`config.mk`:
```
export PLATFORM = sky130hd
export DESIGN_NAME = mult_seq_sn_flat
export DESIGN_NICKNAME = d
export VERILOG_FILES = /design/src/rtl/mult_seq_sn_pkg.sv /design/src/rtl/mult_seq_sn_if.sv /design/src/rtl/mult_seq_sn_twos_abs.sv /design/src/rtl/mult_seq_sn.sv /design/src/flat_wrapper.sv
export SDC_FILE = /design/constraint.sdc
export NUM_CORES = 1
export LEC_CHECK = 0
export ABC_AREA = 1
export ABC_CLOCK_PERIOD_IN_PS = 3600
export CORE_MARGIN = 2
export CORE_UTILIZATION = 30
export DETAILED_ROUTE_END_ITERATION = 8
export SLEW_MARGIN = 30
export SYNTH_ARGS = -nofsm -noshare
export SYNTH_HDL_FRONTEND = slang
export SYNTH_HIERARCHICAL = 1
export SYNTH_SLANG_ARGS = --single-unit
```
`constraint.sdc`:
```
create_clock -name clk -period 3.6 [get_ports clk]
set_input_delay 0.36 -clock clk [delete_from_list [all_inputs] [get_ports clk]]
set_output_delay 0.36 -clock clk [all_outputs]
set_load 0.1 [all_outputs]
```
`src/rtl/mult_seq_sn_pkg.sv`:
```
// mult_pkg: shared FSM state encoding and legal operand-width range for mult_seq_sn
package mult_pkg;
  typedef enum logic [1:0] {IDLE = 2'd0, RUN = 2'd1, FIX = 2'd2} state_e;
  localparam int N_MIN = 2;
  localparam int N_MAX = 32;
endpackage

```
`src/rtl/mult_seq_sn_if.sv`:
```
// mult_seq_sn_if: start/operand request and result/status bundle for mult_seq_sn
interface mult_seq_sn_if #(parameter int N = 16);
  logic           start;
  logic           sgn;
  logic [N-1:0]   ain;
  logic [N-1:0]   bin;
  logic [2*N-1:0] yout;
  logic           done;
  logic           valid;
  modport master (output start, sgn, ain, bin, input yout, done, valid);
  modport slave (input start, sgn, ain, bin, output yout, done, valid);
endinterface

```
`src/rtl/mult_seq_sn_twos_abs.sv`:
```
// twos_abs: magnitude of x, treating it as two's complement only when en is set
module twos_abs #(parameter int W = 16) (
  input  logic [W-1:0] x,
  input  logic         en,
  output logic [W-1:0] mag
);
  assign mag = (en & x[W-1]) ? -x : x;
endmodule

```
`src/rtl/mult_seq_sn.sv`:
```
// mult_seq_sn: sequential shift-add multiplier, signed/unsigned, early exit on zero multiplier
module mult_seq_sn
  import mult_pkg::*;
#(parameter int N = 16) (
  input logic          clk,
  input logic          resetb,
  mult_seq_sn_if.slave bus
);
  if (N < N_MIN || N > N_MAX) begin : g_bad_n
    $error("mult_seq_sn: N out of range");
  end
  state_e         state_q;
  logic [2*N-1:0] a_q, acc_q, yout_q, acc_d, yout_d;
  logic [N-1:0]   b_q, a_mag, b_mag;
  logic           neg_q, done_q, valid_q;
  twos_abs #(.W(N)) u_abs_a (.x(bus.ain), .en(bus.sgn), .mag(a_mag));
  twos_abs #(.W(N)) u_abs_b (.x(bus.bin), .en(bus.sgn), .mag(b_mag));
  assign acc_d  = b_q[0] ? acc_q + a_q : acc_q;
  assign yout_d = neg_q ? -acc_q : acc_q;
  always_ff @(posedge clk or negedge resetb) begin
    if (!resetb) begin
      state_q <= IDLE;
      a_q     <= '0;
      b_q     <= '0;
      acc_q   <= '0;
      neg_q   <= 1'b0;
      yout_q  <= '0;
      done_q  <= 1'b1;
      valid_q <= 1'b0;
    end else begin
      valid_q <= 1'b0;
      case (state_q)
        IDLE: if (bus.start) begin
          a_q     <= {{N{1'b0}}, a_mag};
          b_q     <= b_mag;
          acc_q   <= '0;
          neg_q   <= bus.sgn & (bus.ain[N-1] ^ bus.bin[N-1]);
          done_q  <= 1'b0;
          state_q <= RUN;
        end
        // the loop ends once the multiplier magnitude is exhausted
        RUN: if (b_q != '0) begin
          acc_q <= acc_d;
          b_q   <= b_q >> 1;
          a_q   <= a_q << 1;
        end else state_q <= FIX;
        FIX: begin
          yout_q  <= yout_d;
          done_q  <= 1'b1;
          valid_q <= 1'b1;
          state_q <= IDLE;
        end
        default: state_q <= IDLE;
      endcase
    end
  end
  assign bus.yout  = yout_q;
  assign bus.done  = done_q;
  assign bus.valid = valid_q;
endmodule

```
`src/flat_wrapper.sv`:
```
// flat-port wrapper written by rule: the top's interface ports become plain ports
module mult_seq_sn_flat import mult_pkg::*;
#(parameter int N = 16)
  (clk, resetb, bus_start, bus_sgn, bus_ain, bus_bin, bus_yout, bus_done, bus_valid);
  mult_seq_sn_if #(.N(N)) bus_i ();
  input logic clk;
  input logic resetb;
  input wire logic [$bits(bus_i.start)-1:0] bus_start;
  input wire logic [$bits(bus_i.sgn)-1:0] bus_sgn;
  input wire logic [$bits(bus_i.ain)-1:0] bus_ain;
  input wire logic [$bits(bus_i.bin)-1:0] bus_bin;
  output wire logic [$bits(bus_i.yout)-1:0] bus_yout;
  output wire logic [$bits(bus_i.done)-1:0] bus_done;
  output wire logic [$bits(bus_i.valid)-1:0] bus_valid;
  assign bus_i.start = bus_start;
  assign bus_i.sgn = bus_sgn;
  assign bus_i.ain = bus_ain;
  assign bus_i.bin = bus_bin;
  assign bus_yout = bus_i.yout;
  assign bus_done = bus_i.done;
  assign bus_valid = bus_i.valid;
  mult_seq_sn #(.N(N)) u_core (.clk(clk), .resetb(resetb), .bus(bus_i));
endmodule
```
# Word level (Yosys, flattened, before mapping)
# Index checks and enable logic that the tools add are counted.
# totals
wordCells,50
regBits,117
out_inout_bits,34
# classes
add_sub_neg,4
bitwise_logic,4
muxes,19
n_eq_ne,6
reduce_logical,9
# op_table
cell,n
$mux 32,6
$pmux 32 s2,2
$mux 16,4
$add 32x32->32,1
$neg 16->16,2
$neg 32->32,1
$pmux 16 s2,1
$reduce_bool 16->1,1
$reduce_and 2->1,3
$mux 2,2
$ne 2x1->1 const B,2
$ne 2x2->1 const B,2
$pmux 2 s2,1
$reduce_and 4->1,1
$reduce_bool 2->1,2
$and 1x1->1,3
$reduce_and 3->1,1
$eq 2x1->1 const B,1
$eq 2x2->1 const B,1
$logic_not 2->1,1
$mux 1,2
$pmux 1 s2,1
$xor 1x1->1,1

# Logic depth before layout (Yosys ltp)
# depth
depth_word,4
ltp_mapped,14

# By module
# The synthesis kept the hierarchy.
# modules_own_cells
module,cells_per_inst,area_per_inst_um2,seq_area_each_um2,n_inst
mult_seq_sn,1203,7968.9,2929.1,1
twos_abs,87,462.9,0.0,2

# Worst setup path after synthesis
# OpenSTA, ideal clock, no wires.
# synth_timing
path_type,reg-to-reg
startpoint,reg u_core.a_q[0]
endpoint,reg u_core.acc_q[24]
slack_ns,1.841
stages_incl_launch_ff,14
period_less_slack_ns,1.759
path_buffers,0
arrival_time_ns,1.642
path_cell_list,dfrtp_1 > ha_1 > inv_1 > fa_1 > inv_1 > nand3_1 > nand3_1 > nand2_1 > nand2_1 > nand2_1 > nand3_1 > nand2_1 > nand3_1 > nand2_1
# synth_between
elab_chain_cells,4
# synth_lines
item,line_no,rtl
from (decl),mult_seq_sn.sv:13,"logic [2*N-1:0] a_q, acc_q, yout_q, acc_d, yout_d;"
from (signal assigned),mult_seq_sn.sv:34,"a_q <= {{N{1'b0}}, a_mag};"
from (signal assigned),mult_seq_sn.sv:45,a_q <= a_q << 1;
$add 32x32->32,mult_seq_sn.sv:18,assign acc_d = b_q[0] ? acc_q + a_q : acc_q;
$mux 32,mult_seq_sn.sv:18,
$mux 32,mult_seq_sn.sv:42,RUN: if (b_q != '0) begin
$pmux 32 s2,mult_seq_sn.sv:32,case (state_q)
to (signal assigned),mult_seq_sn.sv:25,acc_q <= '0;
to (signal assigned),mult_seq_sn.sv:36,acc_q <= '0;
to (signal assigned),mult_seq_sn.sv:43,acc_q <= acc_d;
to (decl),mult_seq_sn.sv:13,
# Every way passes these cells. The select of a mux whose other input is x is not followed.
# A chain may end at the register's enable or synchronous reset.

# Worst setup path in the final report
# layout_timing
startpoint,"reg u_core.done_q, in the netlist u_core/bus.done"
endpoint,out bus_done
# layout_rtl
item,line_no,rtl
from (decl),mult_seq_sn.sv:15,"logic neg_q, done_q, valid_q;"
from (signal assigned),mult_seq_sn.sv:28,done_q <= 1'b1;
from (signal assigned),mult_seq_sn.sv:38,done_q <= 1'b0;
from (signal assigned),mult_seq_sn.sv:49,done_q <= 1'b1;
to (decl),flat_wrapper.sv:13,output wire logic [$bits(bus_i.done)-1:0] bus_done;
# No word-level cell between the ends.

==> impl_metrics.py <==
metrics = {
    "critical_path": {
        "ff2ff_setup_slack_ns": 1.35,
        "end_kind": "output port",
        "reg2reg_depth": 8,
        "critPathSlowestCell": "clkdlybuf4s50_1",
        "cp_max_fo": 2,
        "cp_slowest_stage_delay_ns": 1.12,
        "worstSetupStartpointType": "flip-flop",
        "r2r-start": "u_core/state_q[1]$_DFFE_PN0P_",
        "critPathTopFamily": "buffers and inverters",
        "r2r-end": "u_core/acc_q[20]$_DFFE_PN0P_",
        "path_buf_inv": 1,
        "cp_cell_sequence": "clkdlybuf4s50_1",
        "criticalPathCategory": "flip-flop to output port",
        "worstPathArrival_ns": 2.07,
        "crit_required_ns": 3.24,
    },
    "power_and_ir_drop": {
        "leakage_nw": 5.45,
        "power.total_mw": 8.89,
        "power.density_nw_per_um2": 844,
        "vdd_drop_max_uv": 378,
    },
    "place": {
        "dp_hpwl_um": 18600,
        "place_congestion": 0.901,
        "pre_cts_ws_ns": 1.39,
        "io_buffers": 69,
    },
    "layout": {
        "n_antenna_cell": 0,
        "final_net_count": 1509,
        "regArea_um2": 2930,
        "drive_above_1_share": 0.0648,
        "multi_input_area_um2": 4940,
        "post-route-util": 0.358,
        "nFillCells": 3121,
        "syn_to_final_growth_pct": 18.4,
    },
    "routing": {
        "via_per_inst": 4.63,
        "drt_iter0_drc": 593,
        "drc": 0,
        "drtPass1Iterations": 6,
        "drt_wl_total_um": 23400,
        "ant_nets": 0,
        "wl_per_cell_um": 12.7,
        "vias": 8515,
    },
    "timing": {
        "rsz0062_at_grt": "false",
        "fmax_mhz": 411,
        "relSlewSlack": 0.340,
        "slew_violations": 0,
        "layout_min_cycle_time_ns": 2.43,
        "setup_tns_ns": 0,
        "setup-violations-final": 0,
        "finalHoldViolCount": 0,
        "period_share": 0.676,
        "fin_skew_ns": 0.0102,
        "worstMarginPinSlew_ns": 0.987,
        "worst_slack_ns": 1.17,
    },
    "cts": {
        "cts_sinks": 117,
        "cts_max_level": 4,
        "cts_buffers": 17,
        "clockBufferDepth": 2,
        "cts_tree": "yes",
        "clkSlewWorstSetupHoldPaths_ns": 0.06,
        "clk_latency_ns": 0.42,
        "post_cts_resized": 0,
        "root_buffer": "clkbuf_16",
    },
    "yosys": {
        "synthCells": 1377,
        "ys_ff_latch": 117,
        "yosysMostFrequentCell": "nand2_1",
        "netlist_top_cells_count": "nand2_1, inv_1, dfrtp_1, nand3_1, o21ai_0",
        "ys_warn_count": 6,
        "syn_area_um2": 8890,
        "synth.avg_cell_area_um2": 6.46,
        "synth_flop_cell": "dfrtp_1",
        "synth_top_area_share": 0.326,
        "synth_edf_count": 0,
        "synthArstFlopShare": 1.00,
        "yosys.area.top_type": "dfrtp_1",
        "synth_seq_area_share": 0.329,
        "synth_area_leaders": "dfrtp_1, nand2_1, inv_1, nand3_1, o21ai_0",
        "postSynthNetCount": 1448,
        "synth_cell_types": 40,
    },
    "floorplanning": {
        "io_pins": 70,
        "dieArea_um2": 31000,
        "start_util": 0.303,
        "rows": 63,
        "die_y_um": 176,
        "design.core.area_um2": 29400,
        "chipWidth_um": 176,
    },
    "global_routing": {
        "antenna_found_initial": 1,
        "track_usage": 0.155,
        "grt.overflow.total": 0,
        "grt_max_degree": 64,
        "grt_pass1_wl_um": 38900,
        "first_global_vias": 7886,
    },
    "hold_path": {
        "hold_class": "input pin to asynchronous set/reset pin",
    },
    "status": {
        "outcome": "finished, final reports clean",
    },
    "run": {
        "max_cap_viol_count": 0,
    },
}
-- sequential cells by signal (all words and copies together), names as in the netlist --
signal	flops
u_core/b_q	16
u_core/state_q	2
u_core/bus.done	1
u_core/a_q	32
u_core/bus.valid	1
u_core/acc_q	32
u_core/bus.yout	32
u_core/neg_q	1
-- cells by family (layout without fill, tap and decap cells) --
| logic type | Yosys count | count (layout) | synth area share |
|---|---|---|---|
| simple gates | 769 | 769 | 0.369 |
| buf+inv | 248 | 322 | 0.116 |
| compound gates | 174 | 174 | 0.103 |
| flops | 117 | 117 | 0.329 |
| fa+ha+maj | 35 | 35 | 0.0501 |
| xor+xnor | 34 | 34 | 0.0335 |
-- layout by cell type, fill, tap and decap left out, types with 13 or more instances in the layout --
cell type / Yosys / final
nand2_1: 499 / 499
inv_1: 199 / 199
dfrtp_1: 116 / 116
nand3_1: 102 / 102
o21ai_0: 102 / 102
nor2_1: 88 / 88
clkdlybuf4s50_1: 0 / 68
a21oi_1: 36 / 36
ha_1: 34 / 34
xor2_1: 24 / 24
nand4_1: 20 / 20
clkbuf_16: 0 / 17
o21ai_1: 14 / 14
nor2_2: 13 / 13
-- cell type report --
| type | instances | share of cell area |
|---|---|---|
| well taps | 390 | 0.0463 |
| multi-input cells | 1012 | 0.469 |
| flip-flops and latches | 117 | 0.278 |
| inverters | 212 | 0.0763 |
| clock inverters | 13 | 0.0147 |
| repair buffers | 78 | 0.0739 |
| clock buffers | 19 | 0.0421 |
-- worst max path at each step --
stage | endpoint | depth (start not counted) | startpoint | slack (ns)
2_1_floorplan | u_core/acc_q[24]$_DFFE_PN0P_ | 13 | u_core/a_q[0]$_DFFE_PN0P_ | 1.84
3_3_place_gp | u_core/acc_q[19]$_DFFE_PN0P_ | 10 | u_core/acc_q[16]$_DFFE_PN0P_ | 1.44
3_5_place_dp | u_core/acc_q[19]$_DFFE_PN0P_ | 10 | u_core/acc_q[16]$_DFFE_PN0P_ | 1.39
4_1_cts | bus_done | 1 | u_core/bus.done$_DFFE_PN1P_ | 1.15
5_1_grt | bus_done | 1 | u_core/bus.done$_DFFE_PN1P_ | 1.13
6_report | bus_done | 1 | u_core/bus.done$_DFFE_PN1P_ | 1.17
-- repair_timing --
item                      4_1_cts  5_1_grt
hold endpoints to repair       19        0
setup buffers                   0        0
hold buffers                    1        0
-- per-stage QoR --
| stage | hold WS [ns] | area [um^2] | instances |
|---|---|---|---|
| after floorplan | 0.0644 | 8890 | 1377 |
| after CTS | 0.412 | 10500 | 1841 |
| after global routing | 0.423 | 10500 | 1841 |
| after detailed placement | 0.313 | 9920 | 1808 |
| final | 0.398 | 10500 | 1841 |
| after global placement | 0.455 | 9900 | 1807 |
-- layer usage --
metal  part of all wire  wire [um]  GRT usage  vias up
met1               0.50      11600      0.214     3825
met3              0.039        906     0.0202       31
met2               0.45      10500      0.253      191
met5                  0          0          0        -
met4              0.016        373     0.0482        0
li1                   -          -          -     4468
-- report_power, final --
group          switching, mW  internal (mW)  total (mW)
Sequential             0.453           1.80        2.25
Combinational           3.44           1.48        4.92
Clock                  0.624           1.10        1.73
Power figures use the tool's default switching activity.
